--- config.mk ---
export PLATFORM = sky130hd
export DESIGN_NAME = syn_line_rasterizer_flat
export DESIGN_NICKNAME = d
export VERILOG_FILES = /design/src/rtl/syn_line_rasterizer.sv /design/src/flat_wrapper.sv
export SDC_FILE = /design/constraint.sdc
export NUM_CORES = 1
export LEC_CHECK = 0
export CORE_UTILIZATION = 40
export CTS_BUF_LIST = sky130_fd_sc_hd__clkbuf_4 sky130_fd_sc_hd__clkbuf_8 sky130_fd_sc_hd__clkbuf_16
export DETAILED_ROUTE_END_ITERATION = 8
export MAX_ROUTING_LAYER = met4
export SLEW_MARGIN = 25
export SYNTH_ARGS = -nofsm -noshare
export SYNTH_HDL_FRONTEND = slang
export SYNTH_SLANG_ARGS = --single-unit
--- constraint.sdc ---
create_clock -name clk_ir -period 5.5 [get_ports clk_ir]
set_input_delay 0.55 -clock clk_ir [delete_from_list [all_inputs] [get_ports clk_ir]]
set_output_delay 0.55 -clock clk_ir [all_outputs]
set_load 0.005 [all_outputs]
--- src/rtl/syn_line_rasterizer.sv ---
//==============================================================================
// Module      : syn_gpu_pkg / syn_pxl_xfr_intf / syn_line_rasterizer
// Description : Line rasterizer stage of the grapheme GPU pipeline. Accepts a
//               line job (two end points and a colour), walks the line with an
//               all-octant integer Bresenham algorithm and emits one pixel per
//               accepted transfer on a pixel-transfer master port.
//
// Ports (syn_line_rasterizer):
//   clk_ir       in   1       single clock
//   rst_il       in   1       synchronous active-high reset
//   job_valid_i  in   1       job request
//   job_ready_o  out  1       block idle and able to take a job
//   x0_i/y0_i    in   WIDTHX/WIDTHY   start point
//   x1_i/y1_i    in   WIDTHX/WIDTHY   end point
//   colour_i     in   pxl_hsi_t       colour applied to every pixel
//   done_o       out  1       one-cycle pulse after the final pixel transfer
//   pxl_o        syn_pxl_xfr_intf.master   pixel stream out (ready is input)
//
// Revision    : 1.0  initial release
//==============================================================================
`default_nettype none

package syn_gpu_pkg;
    localparam int P_X_W    = 10;
    localparam int P_Y_W    = 10;
    localparam int P_MISC_W = 8;

    typedef struct packed {
        logic [7:0] hue;
        logic [7:0] sat;
        logic [7:0] inten;
    } pxl_hsi_t;
endpackage

interface syn_pxl_xfr_intf #(
    parameter int WIDTHX = syn_gpu_pkg::P_X_W,
    parameter int WIDTHY = syn_gpu_pkg::P_Y_W
);
    logic                                pxl_wr_valid;
    logic                                pxl_rd_valid;
    logic [WIDTHX-1:0]                   posx;
    logic [WIDTHY-1:0]                   posy;
    syn_gpu_pkg::pxl_hsi_t               pxl;
    logic [syn_gpu_pkg::P_MISC_W-1:0]    misc_info_dist;
    logic [syn_gpu_pkg::P_MISC_W-1:0]    misc_info_norm;
    logic                                ready;

    modport master (
        output pxl_wr_valid, pxl_rd_valid, posx, posy, pxl,
               misc_info_dist, misc_info_norm,
        input  ready
    );

    modport slave (
        input  pxl_wr_valid, pxl_rd_valid, posx, posy, pxl,
               misc_info_dist, misc_info_norm,
        output ready
    );
endinterface

module syn_line_rasterizer #(
    parameter int WIDTHX = syn_gpu_pkg::P_X_W,
    parameter int WIDTHY = syn_gpu_pkg::P_Y_W
) (
    input  logic                  clk_ir,
    input  logic                  rst_il,
    input  logic                  job_valid_i,
    output logic                  job_ready_o,
    input  logic [WIDTHX-1:0]     x0_i,
    input  logic [WIDTHY-1:0]     y0_i,
    input  logic [WIDTHX-1:0]     x1_i,
    input  logic [WIDTHY-1:0]     y1_i,
    input  syn_gpu_pkg::pxl_hsi_t colour_i,
    output logic                  done_o,
    syn_pxl_xfr_intf.master       pxl_o
);

    // Two guard bits: one for the sign, one so dx+dy and the running error
    // never overflow. The doubled error gets one more bit on top of that.
    localparam int EW = ((WIDTHX > WIDTHY) ? WIDTHX : WIDTHY) + 2;

    localparam logic [1:0] S_IDLE  = 2'd0;
    localparam logic [1:0] S_SETUP = 2'd1;
    localparam logic [1:0] S_DRAW  = 2'd2;
    localparam logic [1:0] S_DONE  = 2'd3;

    localparam logic [WIDTHX-1:0] c_ONE_X = WIDTHX'(1);
    localparam logic [WIDTHY-1:0] c_ONE_Y = WIDTHY'(1);

    logic [1:0]             r_state;
    logic [1:0]             w_state_nxt;

    logic [WIDTHX-1:0]      r_x0, r_x1, r_curx;
    logic [WIDTHY-1:0]      r_y0, r_y1, r_cury;
    syn_gpu_pkg::pxl_hsi_t  r_colour;
    logic signed [EW-1:0]   r_dx, r_dy, r_err;
    logic                   r_sx_neg, r_sy_neg;

    logic signed [EW-1:0]   w_x0s, w_x1s, w_y0s, w_y1s;
    logic signed [EW-1:0]   w_ddx, w_ddy, w_dx_abs, w_dy_neg;
    logic signed [EW:0]     w_e2, w_dx_x, w_dy_x;
    logic signed [EW-1:0]   w_add_dx, w_add_dy, w_err_nxt;
    logic                   w_step_x, w_step_y;
    logic                   w_at_end, w_xfer;

    //--------------------------------------------------------------------------
    // Setup arithmetic: coordinates zero-extended into the signed error width
    //--------------------------------------------------------------------------
    assign w_x0s    = $signed({{(EW-WIDTHX){1'b0}}, r_x0});
    assign w_x1s    = $signed({{(EW-WIDTHX){1'b0}}, r_x1});
    assign w_y0s    = $signed({{(EW-WIDTHY){1'b0}}, r_y0});
    assign w_y1s    = $signed({{(EW-WIDTHY){1'b0}}, r_y1});
    assign w_ddx    = w_x1s - w_x0s;
    assign w_ddy    = w_y1s - w_y0s;
    assign w_dx_abs = w_ddx[EW-1] ? -w_ddx : w_ddx;
    // dy is kept as the negated magnitude, as the classic formulation expects
    assign w_dy_neg = w_ddy[EW-1] ? w_ddy : -w_ddy;

    //--------------------------------------------------------------------------
    // Step decision: both tests use the error value from before this step
    //--------------------------------------------------------------------------
    assign w_e2      = $signed({r_err, 1'b0});
    assign w_dx_x    = $signed({r_dx[EW-1], r_dx});
    assign w_dy_x    = $signed({r_dy[EW-1], r_dy});
    assign w_step_x  = (w_e2 >= w_dy_x);
    assign w_step_y  = (w_e2 <= w_dx_x);
    assign w_add_dy  = w_step_x ? r_dy : '0;
    assign w_add_dx  = w_step_y ? r_dx : '0;
    assign w_err_nxt = r_err + w_add_dy + w_add_dx;

    assign w_at_end  = (r_curx == r_x1) && (r_cury == r_y1);
    assign w_xfer    = (r_state == S_DRAW) && pxl_o.ready;

    //--------------------------------------------------------------------------
    // FSM: state register
    //--------------------------------------------------------------------------
    always_ff @(posedge clk_ir) begin
        if (rst_il) begin
            r_state <= S_IDLE;
        end else begin
            r_state <= w_state_nxt;
        end
    end

    //--------------------------------------------------------------------------
    // FSM: next-state logic
    //--------------------------------------------------------------------------
    always_comb begin
        w_state_nxt = r_state;
        case (r_state)
            S_IDLE:  if (job_valid_i) w_state_nxt = S_SETUP;
            S_SETUP: w_state_nxt = S_DRAW;
            S_DRAW:  if (w_xfer && w_at_end) w_state_nxt = S_DONE;
            S_DONE:  w_state_nxt = S_IDLE;
            default: w_state_nxt = S_IDLE;
        endcase
    end

    //--------------------------------------------------------------------------
    // FSM: outputs, decoded straight from the state register
    //--------------------------------------------------------------------------
    always_comb begin
        job_ready_o        = 1'b0;
        done_o             = 1'b0;
        pxl_o.pxl_wr_valid = 1'b0;
        case (r_state)
            S_IDLE:  job_ready_o        = 1'b1;
            S_DRAW:  pxl_o.pxl_wr_valid = 1'b1;
            S_DONE:  done_o             = 1'b1;
            default: ;
        endcase
    end

    assign pxl_o.posx           = r_curx;
    assign pxl_o.posy           = r_cury;
    assign pxl_o.pxl            = r_colour;
    assign pxl_o.pxl_rd_valid   = 1'b0;
    assign pxl_o.misc_info_dist = '0;
    assign pxl_o.misc_info_norm = '0;

    //--------------------------------------------------------------------------
    // Datapath
    //--------------------------------------------------------------------------
    always_ff @(posedge clk_ir) begin
        if (rst_il) begin
            r_x0     <= '0;
            r_y0     <= '0;
            r_x1     <= '0;
            r_y1     <= '0;
            r_colour <= '0;
            r_curx   <= '0;
            r_cury   <= '0;
            r_dx     <= '0;
            r_dy     <= '0;
            r_err    <= '0;
            r_sx_neg <= 1'b0;
            r_sy_neg <= 1'b0;
        end else begin
            if ((r_state == S_IDLE) && job_valid_i) begin
                r_x0     <= x0_i;
                r_y0     <= y0_i;
                r_x1     <= x1_i;
                r_y1     <= y1_i;
                r_colour <= colour_i;
            end

            if (r_state == S_SETUP) begin
                r_dx     <= w_dx_abs;
                r_dy     <= w_dy_neg;
                r_err    <= w_dx_abs + w_dy_neg;
                r_sx_neg <= (r_x1 < r_x0);
                r_sy_neg <= (r_y1 < r_y0);
                r_curx   <= r_x0;
                r_cury   <= r_y0;
            end

            // Position and error only advance on an actual transfer, so the
            // presented pixel stays put under backpressure.
            if (w_xfer && !w_at_end) begin
                r_err <= w_err_nxt;
                if (w_step_x) begin
                    r_curx <= r_sx_neg ? (r_curx - c_ONE_X) : (r_curx + c_ONE_X);
                end
                if (w_step_y) begin
                    r_cury <= r_sy_neg ? (r_cury - c_ONE_Y) : (r_cury + c_ONE_Y);
                end
            end
        end
    end

endmodule

`default_nettype wire

--- src/flat_wrapper.sv ---
// flat-port wrapper written by rule: the top's interface ports become plain ports
module syn_line_rasterizer_flat 
#(
    parameter int WIDTHX = syn_gpu_pkg::P_X_W,
    parameter int WIDTHY = syn_gpu_pkg::P_Y_W
)
  (clk_ir, rst_il, job_valid_i, job_ready_o, x0_i, y0_i, x1_i, y1_i, colour_i, done_o, pxl_o_pxl_wr_valid, pxl_o_pxl_rd_valid, pxl_o_posx, pxl_o_posy, pxl_o_pxl, pxl_o_misc_info_dist, pxl_o_misc_info_norm, pxl_o_ready);
  syn_pxl_xfr_intf #(.WIDTHX(WIDTHX), .WIDTHY(WIDTHY)) pxl_o_i ();
  input  logic clk_ir;
  input  logic rst_il;
  input  logic job_valid_i;
  output logic job_ready_o;
  input  logic [WIDTHX-1:0] x0_i;
  input  logic [WIDTHY-1:0] y0_i;
  input  logic [WIDTHX-1:0] x1_i;
  input  logic [WIDTHY-1:0] y1_i;
  input  syn_gpu_pkg::pxl_hsi_t colour_i;
  output logic done_o;
  output wire logic [$bits(pxl_o_i.pxl_wr_valid)-1:0] pxl_o_pxl_wr_valid;
  output wire logic [$bits(pxl_o_i.pxl_rd_valid)-1:0] pxl_o_pxl_rd_valid;
  output wire logic [$bits(pxl_o_i.posx)-1:0] pxl_o_posx;
  output wire logic [$bits(pxl_o_i.posy)-1:0] pxl_o_posy;
  output wire logic [$bits(pxl_o_i.pxl)-1:0] pxl_o_pxl;
  output wire logic [$bits(pxl_o_i.misc_info_dist)-1:0] pxl_o_misc_info_dist;
  output wire logic [$bits(pxl_o_i.misc_info_norm)-1:0] pxl_o_misc_info_norm;
  input wire logic [$bits(pxl_o_i.ready)-1:0] pxl_o_ready;
  assign pxl_o_pxl_wr_valid = pxl_o_i.pxl_wr_valid;
  assign pxl_o_pxl_rd_valid = pxl_o_i.pxl_rd_valid;
  assign pxl_o_posx = pxl_o_i.posx;
  assign pxl_o_posy = pxl_o_i.posy;
  assign pxl_o_pxl = pxl_o_i.pxl;
  assign pxl_o_misc_info_dist = pxl_o_i.misc_info_dist;
  assign pxl_o_misc_info_norm = pxl_o_i.misc_info_norm;
  assign pxl_o_i.ready = pxl_o_ready;
  syn_line_rasterizer #(.WIDTHX(WIDTHX), .WIDTHY(WIDTHY)) u_core (.clk_ir(clk_ir), .rst_il(rst_il), .job_valid_i(job_valid_i), .job_ready_o(job_ready_o), .x0_i(x0_i), .y0_i(y0_i), .x1_i(x1_i), .y1_i(y1_i), .colour_i(colour_i), .done_o(done_o), .pxl_o(pxl_o_i));
endmodule
==> flow_metrics.env, run 1 <==
export IMPL_cp_arrival_ps=4930
export IMPL_cts_tree="done"
export IMPL_grt_usage_pct=22.2
export IMPL_synth_top_area_share_pct=27.7
export IMPL_netlist_area_um2=8970
export IMPL_die_w_um=152
export IMPL_holdCritStartpoint="u_core.pxl_o.pxl[3]$_SDFFE_PP0P_"
export IMPL_cp_end_kind="register"
export IMPL_finClkSkew_ps=11.8
export IMPL_wl_mm=23.9
export IMPL_dieArea_um2=23000
export IMPL_clockBufferDepth=2
export IMPL_detail_route_wl_per_cell_um=15.8
export IMPL_gr_total_overflow=0
export IMPL_fmax_ghz=0.216
export IMPL_fin_setup_tns_ps=0
export IMPL_synthTopCellsByArea="dfxtp_1 28%, ha_1 12%, nand2_1 8.3%, a21oi_1 6.1%, inv_1 4.5%"
export IMPL_fin_crit_ps=4630
export IMPL_clk_pin_slew_ps=60
export IMPL_final_cell_mix="197 x nand2_1, 124 x dfxtp_1, 113 x clkdlybuf4s50_1, 110 x a21oi_1, 108 x inv_1"
export IMPL_cts_buffers=17
export IMPL_final_max_slew_viol_count=0
export IMPL_antenna_cells=0
export IMPL_cts_num_sinks=124
export IMPL_layout_commonest_cell="nand2_1"
export IMPL_slew_headroom_pct=49.2
export IMPL_dpl_cell_count=1482
export IMPL_synth_distinct_cells=75
export IMPL_drc=0
export IMPL_viasPerCell=5.21
export IMPL_drtIter0Drc=392
export IMPL_first_pass_iters=5
export IMPL_setup_violations=0
export IMPL_synth_seq_cells=124
export IMPL_cap_violations=0
export IMPL_worstSetupStartpoint="u_core.r_dy[11]$_SDFFE_PP0P_"
export IMPL_required_ps=5800
export IMPL_post_cts_buffers=0
export IMPL_cts_resized=0
export IMPL_clk_latency_ps=420
export IMPL_worstPathMaxFanout=14
export IMPL_synth_edf_count=0
export IMPL_grt_pass1_vias=7495
export IMPL_vdd_ir_drop_worst_mv=0.409
export IMPL_fp_row_count=54
export IMPL_slowest_delay_ps=570
export IMPL_ant_nets=0
export IMPL_io_pins=132
export IMPL_yosysWarnings=0
export IMPL_synth_area_per_cell_um2=7.97
export IMPL_syn_to_final_growth_pct=20.6
export IMPL_synthArstFlopShare_pct=0
export IMPL_worstPathCellList="inv_1 -> ha_1 -> nand4_1 -> or4_1 -> o211ai_1 -> mux2_2 -> nand2_1 -> fa_1 -> inv_1 -> ha_1 -> inv_1 -> fa_1 -> nor2b_1 -> o21ai_0 -> a21boi_0 -> o21ai_0 -> a21oi_1 -> a31oi_1 -> xnor2_1 -> o32ai_1"
export IMPL_grt_max_degree=61
export IMPL_whs_ps=452
export IMPL_rsz0062_at_grt="no"
export IMPL_cpLargestDelayFamily="adder cells"
export IMPL_grt_first_pass_wirelength_mm=38.5
export IMPL_cts_htree_levels=4
export IMPL_hold_path_class="reg2reg"
export IMPL_p_leak_nw=4.63
export IMPL_antenna_found_initial=0
export IMPL_seq_area_frac_synth_pct=27.7
export IMPL_outcome="complete, no violations"
export IMPL_p_per_area_nw_per_um2=692
export IMPL_cts_root_buf="clkbuf_16"
export IMPL_fin_nets=1393
export IMPL_io_buffers=114
export IMPL_start_kind="register"
export IMPL_fin_crit_sh_pct=84.2
export IMPL_dr_total_vias=7883
export IMPL_synth_area_leader_cell="dfxtp_1"
export IMPL_drive_above_1_share_pct=5.60
export IMPL_dpl_cell_area_um2=10300
export IMPL_dp_final_hpwl_mm=17.8
export IMPL_ys_flop_type="dfxtp_1"
export IMPL_crit_buf_inv=3
export IMPL_slowest_stage="or4_1"
export IMPL_syn_inst=1126
export IMPL_tightest_slew_ps=763
export IMPL_design_core_area_um2=21900
export IMPL_start_util_pct=41.0
export IMPL_design_area_um2=10800
export IMPL_die_h_um=152
export IMPL_gp_congestion=0.863
export IMPL_timing_rr_start="u_core.r_dy[11]$_SDFFE_PP0P_"
export IMPL_hold_buffers=0
export IMPL_layout_cells_non_filler=1513
export IMPL_hold_viol_final=0
export IMPL_crit_type="reg2reg"
export IMPL_cp_common_cell="inv_1"
[logic make-up after synthesis]
| kind of cell | count (synthesis) | synth area share [%] |
|---|---|---|
| xor+xnor | 75 | 7.57 |
| other cells | 1 | 0.0418 |
| mux | 29 | 3.30 |
| buf+inv | 169 | 8.06 |
| fa+ha+maj | 104 | 15.9 |
| compound gates | 270 | 20.0 |
| flops | 124 | 27.7 |
| simple gates | 354 | 17.4 |
[power breakdown]
group          switching (mW)  internal (mW)
sequential              0.223           1.13
combinational            2.94           2.12
clock                   0.447          0.631
[stage by stage]
step,setup WS [ps],utilization [%],power (mW)
3_5_place_dp,909,46.9,6.38
5_1_grt,456,49.4,8.23
4_1_cts,860,49.4,7.51
3_3_place_gp,980,46.9,6.36
2_1_floorplan,1240,-,5.13
6_report,869,49.4,7.49
[layout make-up]
| type | count | area [um2] |
|---|---|---|
| clock buffers | 18 | 439 |
| flip-flops and latches | 124 | 2480 |
| well taps | 280 | 350 |
| repair buffers | 120 | 1180 |
| clock inverters | 13 | 118 |
| fillers | 2162 | 11100 |
| inverters | 109 | 409 |
| multi-input cells | 849 | 5840 |
[flip-flops by register name (all words and copies together) (netlist names)]
name	cells
u_core.pxl_o.pxl	24
u_core.r_x0	10
u_core.pxl_o.posy	10
u_core.r_y0	10
u_core.r_err	12
u_core.r_sx_neg	1
u_core.r_x1	10
u_core.pxl_o.posx	10
u_core.r_dy	12
u_core.r_state	2
u_core.r_y1	10
u_core.r_sy_neg	1
u_core.r_dx	12
[tightest hold or removal path, stage by stage, from the launching register on]
cell,delay [ps]
dfxtp_1,300
nand2_1,50
a21oi_1,50
[synthesized netlist by cell type (3+ instances only)]
library cell,count
ha_1,87
o31ai_1,6
nand2b_1,4
nand3_1,13
buf_4,18
buf_2,6
and3_1,9
nor2_1,59
nor3_1,16
xor2_1,28
o21a_1,10
nand2_1,198
nand4_1,8
mux2i_1,24
nor2b_1,12
a211oi_1,39
nor4_1,5
a21boi_0,3
o2111ai_1,6
o21ai_0,20
and2_1,7
clkbuf_1,30
mux2_2,5
dfxtp_1,124
a21oi_1,110
o21bai_1,3
inv_1,108
o211a_1,15
xnor2_1,44
or4_1,4
o211ai_1,3
or2_2,6
a31oi_1,8
fa_1,17
buf_1,4
o21ai_1,5
a21o_1,14
[final timing paths]
path | endpoint | slack (ps) | cells past startpoint
worst max register to register | u_core.r_err[11]$_SDFFE_PP0P_ | 870 | 20
worst min-delay path | u_core.pxl_o.pxl[3]$_SDFFE_PP0P_ | 450 | 2
worst min register to register | u_core.pxl_o.pxl[3]$_SDFFE_PP0P_ | 450 | 2
worst max-delay path | u_core.r_err[11]$_SDFFE_PP0P_ | 870 | 20
[per-layer routing]
metal	wire [um]	global-route usage, %
met3	916	3.95
met1	11900	29.9
met4	519	6.98
met2	10600	33.5
met5	0	-
No activity file was read; power rests on OpenSTA's default activity.
==> run 2: changes to the inputs <==
==> constraint.sdc (replaced) <==
create_clock -name clk_ir -period 4.9 [get_ports clk_ir]
set_input_delay 0.49 -clock clk_ir [delete_from_list [all_inputs] [get_ports clk_ir]]
set_output_delay 0.49 -clock clk_ir [all_outputs]
set_load 0.005 [all_outputs]
==> flow_metrics.env, run 2 (synthesis gave the netlist of run 1 again) <==
export IMPL_outcome="complete, no violations"
export IMPL_p_leak_nw=4.68
export IMPL_p_clk_share_pct=15.5
export IMPL_p_per_area_nw_per_um2=792
export IMPL_clockBufferDepth=2
export IMPL_grt_pass1_vias=7546
export IMPL_fin_setup_tns_ps=0
export IMPL_cts_tree="done"
export IMPL_post_route_util_pct=49.8
export IMPL_cts_num_sinks=124
export IMPL_slowest_stage="or4_1"
export IMPL_final_cell_mix="197 x nand2_1, 124 x dfxtp_1, 113 x clkdlybuf4s50_1, 108 x a21oi_1, 108 x inv_1"
export IMPL_slew_headroom_pct=43.9
export IMPL_layout_commonest_cell="nand2_1"
export IMPL_dp_final_hpwl_mm=18.1
export IMPL_switchingPower_mw=4.17
export IMPL_cp_common_cell="inv_1"
export IMPL_hold_path_class="reg2reg"
export IMPL_io_buffers=114
export IMPL_cts_buffers=17
export IMPL_dieArea_um2=23000
export IMPL_clk_pin_slew_ps=70
export IMPL_vdd_ir_drop_worst_mv=0.486
export IMPL_dr_total_vias=7892
export IMPL_setup_violations=0
export IMPL_die_h_um=152
export IMPL_antenna_cells=0
export IMPL_cp_end_kind="register"
export IMPL_layout_cells_non_filler=1516
export IMPL_ant_nets=0
export IMPL_p_total_mw=8.63
export IMPL_fp_row_count=54
export IMPL_start_util_pct=41.0
export IMPL_hold_viol_final=0
export IMPL_hold_buffers=0
export IMPL_cts_root_buf="clkbuf_16"
export IMPL_fin_crit_ps=4640
export IMPL_clk_latency_ps=430
export IMPL_gr_total_overflow=0
export IMPL_internal_power_mw=4.46
export IMPL_crit_buf_inv=3
export IMPL_fmax_ghz=0.215
export IMPL_dp_slack_ps=272
export IMPL_antenna_found_initial=0
export IMPL_slowest_delay_ps=570
export IMPL_finalWorstSetupSlack_ps=259
export IMPL_final_max_slew_viol_count=0
export IMPL_first_pass_iters=5
export IMPL_finClkSkew_ps=12.3
export IMPL_detail_route_wl_per_cell_um=16.1
export IMPL_drc=0
export IMPL_cts_htree_levels=4
export IMPL_cap_violations=0
export IMPL_grt_usage_pct=22.6
export IMPL_die_w_um=152
export IMPL_cts_resized=0
export IMPL_design_core_area_um2=21900
export IMPL_netSwitchingFraction_pct=48.3
export IMPL_power_frac_comb_pct=66.9
export IMPL_viasPerCell=5.21
export IMPL_crit_type="reg2reg"
export IMPL_drtIter0Drc=395
export IMPL_post_cts_buffers=0
export IMPL_dpl_cell_count=1484
export IMPL_cp_arrival_ps=4950
export IMPL_grt_max_degree=57
export IMPL_tightest_slew_ps=836
export IMPL_worstPathCellList="inv_1 -> ha_1 -> nand4_1 -> or4_1 -> o211ai_1 -> mux2_2 -> nand2_1 -> fa_1 -> inv_1 -> ha_1 -> inv_1 -> fa_1 -> nor2b_1 -> o21ai_0 -> a21boi_0 -> o21ai_0 -> a21oi_2 -> a31oi_1 -> xnor2_1 -> o32ai_1"
export IMPL_largest_reg_flops=24
export IMPL_cpLargestDelayFamily="adder cells"
export IMPL_seqPwrFrac_pct=17.6
export IMPL_start_kind="register"
export IMPL_worstPathMaxFanout=7
export IMPL_drive_above_1_share_pct=6.15
export IMPL_fin_crit_sh_pct=94.7
export IMPL_io_pins=132
export IMPL_fin_nets=1395
export IMPL_syn_to_final_growth_pct=21.5
export IMPL_grt_first_pass_wirelength_mm=39.0
export IMPL_gp_congestion=0.863
export IMPL_required_ps=5210
export IMPL_wl_mm=24.4
run 2: through the flow:
| stage | hold slack, ps | instance area [um2] |
|---|---|---|
| detailed placement | 447 | 10300 |
| finish | 453 | 10900 |
| CTS | 455 | 10900 |
| global route | 469 | 10900 |
| floorplan | 446 | 9030 |
| global placement | 441 | 10300 |
run 2: worst paths after layout:
kind / start / end / slack (ps) / cells after the start
setup / recovery: u_core.r_dy[11]$_SDFFE_PP0P_ / u_core.r_err[11]$_SDFFE_PP0P_ / 260 / 20
hold / removal: u_core.pxl_o.pxl[18]$_SDFFE_PP0P_ / u_core.pxl_o.pxl[18]$_SDFFE_PP0P_ / 450 / 2
setup reg to reg: u_core.r_dy[11]$_SDFFE_PP0P_ / u_core.r_err[11]$_SDFFE_PP0P_ / 260 / 20
hold reg to reg: u_core.pxl_o.pxl[18]$_SDFFE_PP0P_ / u_core.pxl_o.pxl[18]$_SDFFE_PP0P_ / 450 / 2
run 2: power by group through the flow:
stage,Sequential [mW],Clock (mW),Combinational [mW]
4_1_cts,1.52,1.36,5.71
2_1_floorplan,1.46,0,4.30
3_3_place_gp,1.53,0,5.63
5_1_grt,1.56,1.41,6.48
3_5_place_dp,1.54,0,5.68
6_report,1.52,1.34,5.78
run 2: final cells by class:
| class | instances | area [um2] |
|---|---|---|
| Timing Repair Buffer | 122 | 1200 |
| Multi-Input combinational cell | 849 | 5860 |
| Fill cell | 2174 | 11000 |
| Clock inverter | 14 | 170 |
| Clock buffer | 18 | 433 |
| Inverter | 109 | 409 |
| Sequential cell | 124 | 2480 |
| Tap cell | 280 | 350 |
run 2: per-layer routing:
| metal | GRT usage [%] | vias up | wire, um |
|---|---|---|---|
| li1 | - | 4026 | - |
| met1 | 30.0 | 3648 | 11800 |
| met2 | 34.3 | 196 | 10900 |
| met3 | 5.06 | 22 | 1250 |
| met4 | 5.74 | 0 | 403 |
| met5 | - | - | 0 |
run 2: worst min-delay path, delay by kind of cell, from the launching register on:
family,cells,cell delay [ps]
AND/OR/NAND/NOR,1,50
AO/OA/AOI/OAI,1,50
flip-flops,1,310
==> run 3: changes to the inputs <==
--- a/config.mk
+++ b/config.mk
@@ -5,10 +5,12 @@
 export SDC_FILE = /design/constraint.sdc
 export NUM_CORES = 1
 export LEC_CHECK = 0
-export CORE_UTILIZATION = 40
+export CORE_MARGIN = 2
+export CORE_UTILIZATION = 50
 export CTS_BUF_LIST = sky130_fd_sc_hd__clkbuf_4 sky130_fd_sc_hd__clkbuf_8 sky130_fd_sc_hd__clkbuf_16
 export DETAILED_ROUTE_END_ITERATION = 8
 export MAX_ROUTING_LAYER = met4
+export PLACE_DENSITY = 0.74
 export SLEW_MARGIN = 25
 export SYNTH_ARGS = -nofsm -noshare
 export SYNTH_HDL_FRONTEND = slang
==> flow_metrics.env, run 3 (synthesis gave the netlist of run 1 again) <==
export IMPL_grt_max_degree=85
export IMPL_clk_latency_ps=420
export IMPL_wl_met3_um=998
export IMPL_final_max_slew_viol_count=0
export IMPL_p_leak_nw=4.66
export IMPL_grt_usage_pct=25.3
export IMPL_grt_first_pass_wirelength_mm=36.8
export IMPL_cts_tree="done"
export IMPL_slowest_delay_ps=560
export IMPL_largest_reg_flops=24
export IMPL_first_pass_iters=5
export IMPL_vdd_ir_drop_worst_mv=0.469
export IMPL_design_area_um2=10800
export IMPL_fin_crit_sh_pct=92.7
export IMPL_outcome="complete, no violations"
export IMPL_cts_htree_levels=4
export IMPL_hold_viol_final=0
export IMPL_dpl_cell_area_um2=10200
export IMPL_cpLargestDelayFamily="adder cells"
export IMPL_p_per_area_nw_per_um2=782
export IMPL_gr_total_overflow=0
export IMPL_cap_violations=0
export IMPL_cts_root_buf="clkbuf_16"
export IMPL_cp_common_cell="inv_1"
export IMPL_slowest_stage="or4_1"
export IMPL_start_util_pct=51.5
export IMPL_route_top_layer_used="met4"
export IMPL_fp_row_count=48
export IMPL_whs_ps=451
export IMPL_finClkSkew_ps=10.3
export IMPL_clk_pin_slew_ps=60
export IMPL_dr_total_vias=7975
export IMPL_worstPathCellList="inv_1 -> ha_1 -> nand4_1 -> or4_1 -> o211ai_1 -> mux2_4 -> nand2_1 -> fa_1 -> inv_1 -> ha_1 -> inv_1 -> fa_1 -> nor2b_1 -> o21ai_0 -> a21boi_0 -> o21ai_0 -> a21oi_1 -> a31oi_1 -> xnor2_1 -> o32ai_1"
export IMPL_detail_route_wl_per_cell_um=15.7
export IMPL_hold_path_class="reg2reg"
export IMPL_crit_buf_inv=3
export IMPL_dr_wl_met2_mm=10.6
export IMPL_cp_end_kind="register"
export IMPL_p_total_mw=8.42
export IMPL_required_ps=5200
export IMPL_netSwitchingFraction_pct=48.0
export IMPL_slew_headroom_pct=36.8
export IMPL_cp_arrival_ps=4840
export IMPL_fin_nets=1394
export IMPL_cts_num_sinks=124
export IMPL_antenna_found_initial=0
export IMPL_antenna_cells=0
export IMPL_fin_crit_ps=4540
export IMPL_dieArea_um2=19000
export IMPL_die_h_um=138
export IMPL_switchingPower_mw=4.04
export IMPL_drive_above_1_share_pct=5.75
export IMPL_clockBufferDepth=2
export IMPL_power_frac_comb_pct=67.7
export IMPL_tightest_slew_ps=948
export IMPL_start_kind="register"
export IMPL_p_clk_share_pct=14.3
export IMPL_ant_nets=0
export IMPL_io_buffers=114
export IMPL_layout_commonest_cell="nand2_1"
export IMPL_cts_buffers=17
export IMPL_drtIter0Drc=474
export IMPL_viasPerCell=5.47
export IMPL_internal_power_mw=4.38
export IMPL_seqPwrFrac_pct=18.0
export IMPL_fmax_ghz=0.220
export IMPL_setup_violations=0
export IMPL_post_route_util_pct=61.9
export IMPL_final_cell_mix="197 x nand2_1, 124 x dfxtp_1, 113 x clkdlybuf4s50_1, 110 x a21oi_1, 108 x inv_1"
export IMPL_grt_pass1_vias=7484
export IMPL_worstPathMaxFanout=14
export IMPL_dp_final_hpwl_mm=17.1
export IMPL_drc=0
export IMPL_design_core_area_um2=17400
export IMPL_wl_mm=22.9
export IMPL_fin_setup_tns_ps=0
export IMPL_fillers=1570
export IMPL_syn_to_final_growth_pct=20.1
export IMPL_rsz0062_at_grt="no"
export IMPL_die_w_um=138
export IMPL_crit_type="reg2reg"
export IMPL_io_pins=132
export IMPL_met1_length_mm=10.9
export IMPL_gp_congestion=0.920
==> run 3: per-stage QoR <==
stage / instances / worst slack, ps
2_1_floorplan: 1142 / 643
3_3_place_gp: 1428 / 391
3_5_place_dp: 1428 / 316
4_1_cts: 1459 / 235
5_1_grt: 1459 / 6.99
6_report: 1459 / 356
==> run 3: power by group through the flow <==
stage                     registers, mW  logic [mW]  clock network, mW
after floorplan                    1.46        4.30                  0
after global placement             1.53        5.47                  0
after detailed placement           1.53        5.58                  0
after CTS                          1.52        5.64               1.22
after global routing               1.55        6.37               1.26
final                              1.52        5.70               1.21
==> run 3: timing repair <==
| action | in CTS | in global routing |
|---|---|---|
| buffers inserted | 0 | 0 |
| hold buffers | 0 | 0 |
| endpoints found under the setup margin | 0 | 2 |
| resized for setup | 0 | 4 |
==> run 3: metal layers <==
| layer | up-vias | track usage (%) |
|---|---|---|
| met5 | - | - |
| met4 | 0 | 7.43 |
| met3 | 29 | 4.71 |
| met2 | 190 | 39.6 |
| met1 | 3723 | 33.5 |
| li1 | 4033 | - |
==> run 3: tightest hold or removal path, stage by stage (launching register included) <==
cell and delay (ps):
dfxtp_1 300, nand2_1 50, a21oi_1 50
==> run 3: final cells by class <==
class                           count  area (um2)  area share (%)
Sequential cell                   124        2480            23.0
Tap cell                          225         282            2.61
Inverter                          109         409            3.80
Timing Repair Buffer              121        1190            11.1
Clock buffer                       18         439            4.08
Clock inverter                     13         120            1.11
Multi-Input combinational cell    849        5850            54.3
==> run 3: final timing paths <==
path                                      endpoint  slack [ps]  depth (start not counted)                             start
hold reg to reg   u_core.pxl_o.pxl[6]$_SDFFE_PP0P_         450                          2  u_core.pxl_o.pxl[6]$_SDFFE_PP0P_
setup / recovery     u_core.r_err[11]$_SDFFE_PP0P_         360                         20      u_core.r_dy[11]$_SDFFE_PP0P_
hold / removal    u_core.pxl_o.pxl[6]$_SDFFE_PP0P_         450                          2  u_core.pxl_o.pxl[6]$_SDFFE_PP0P_
setup reg to reg     u_core.r_err[11]$_SDFFE_PP0P_         360                         20      u_core.r_dy[11]$_SDFFE_PP0P_
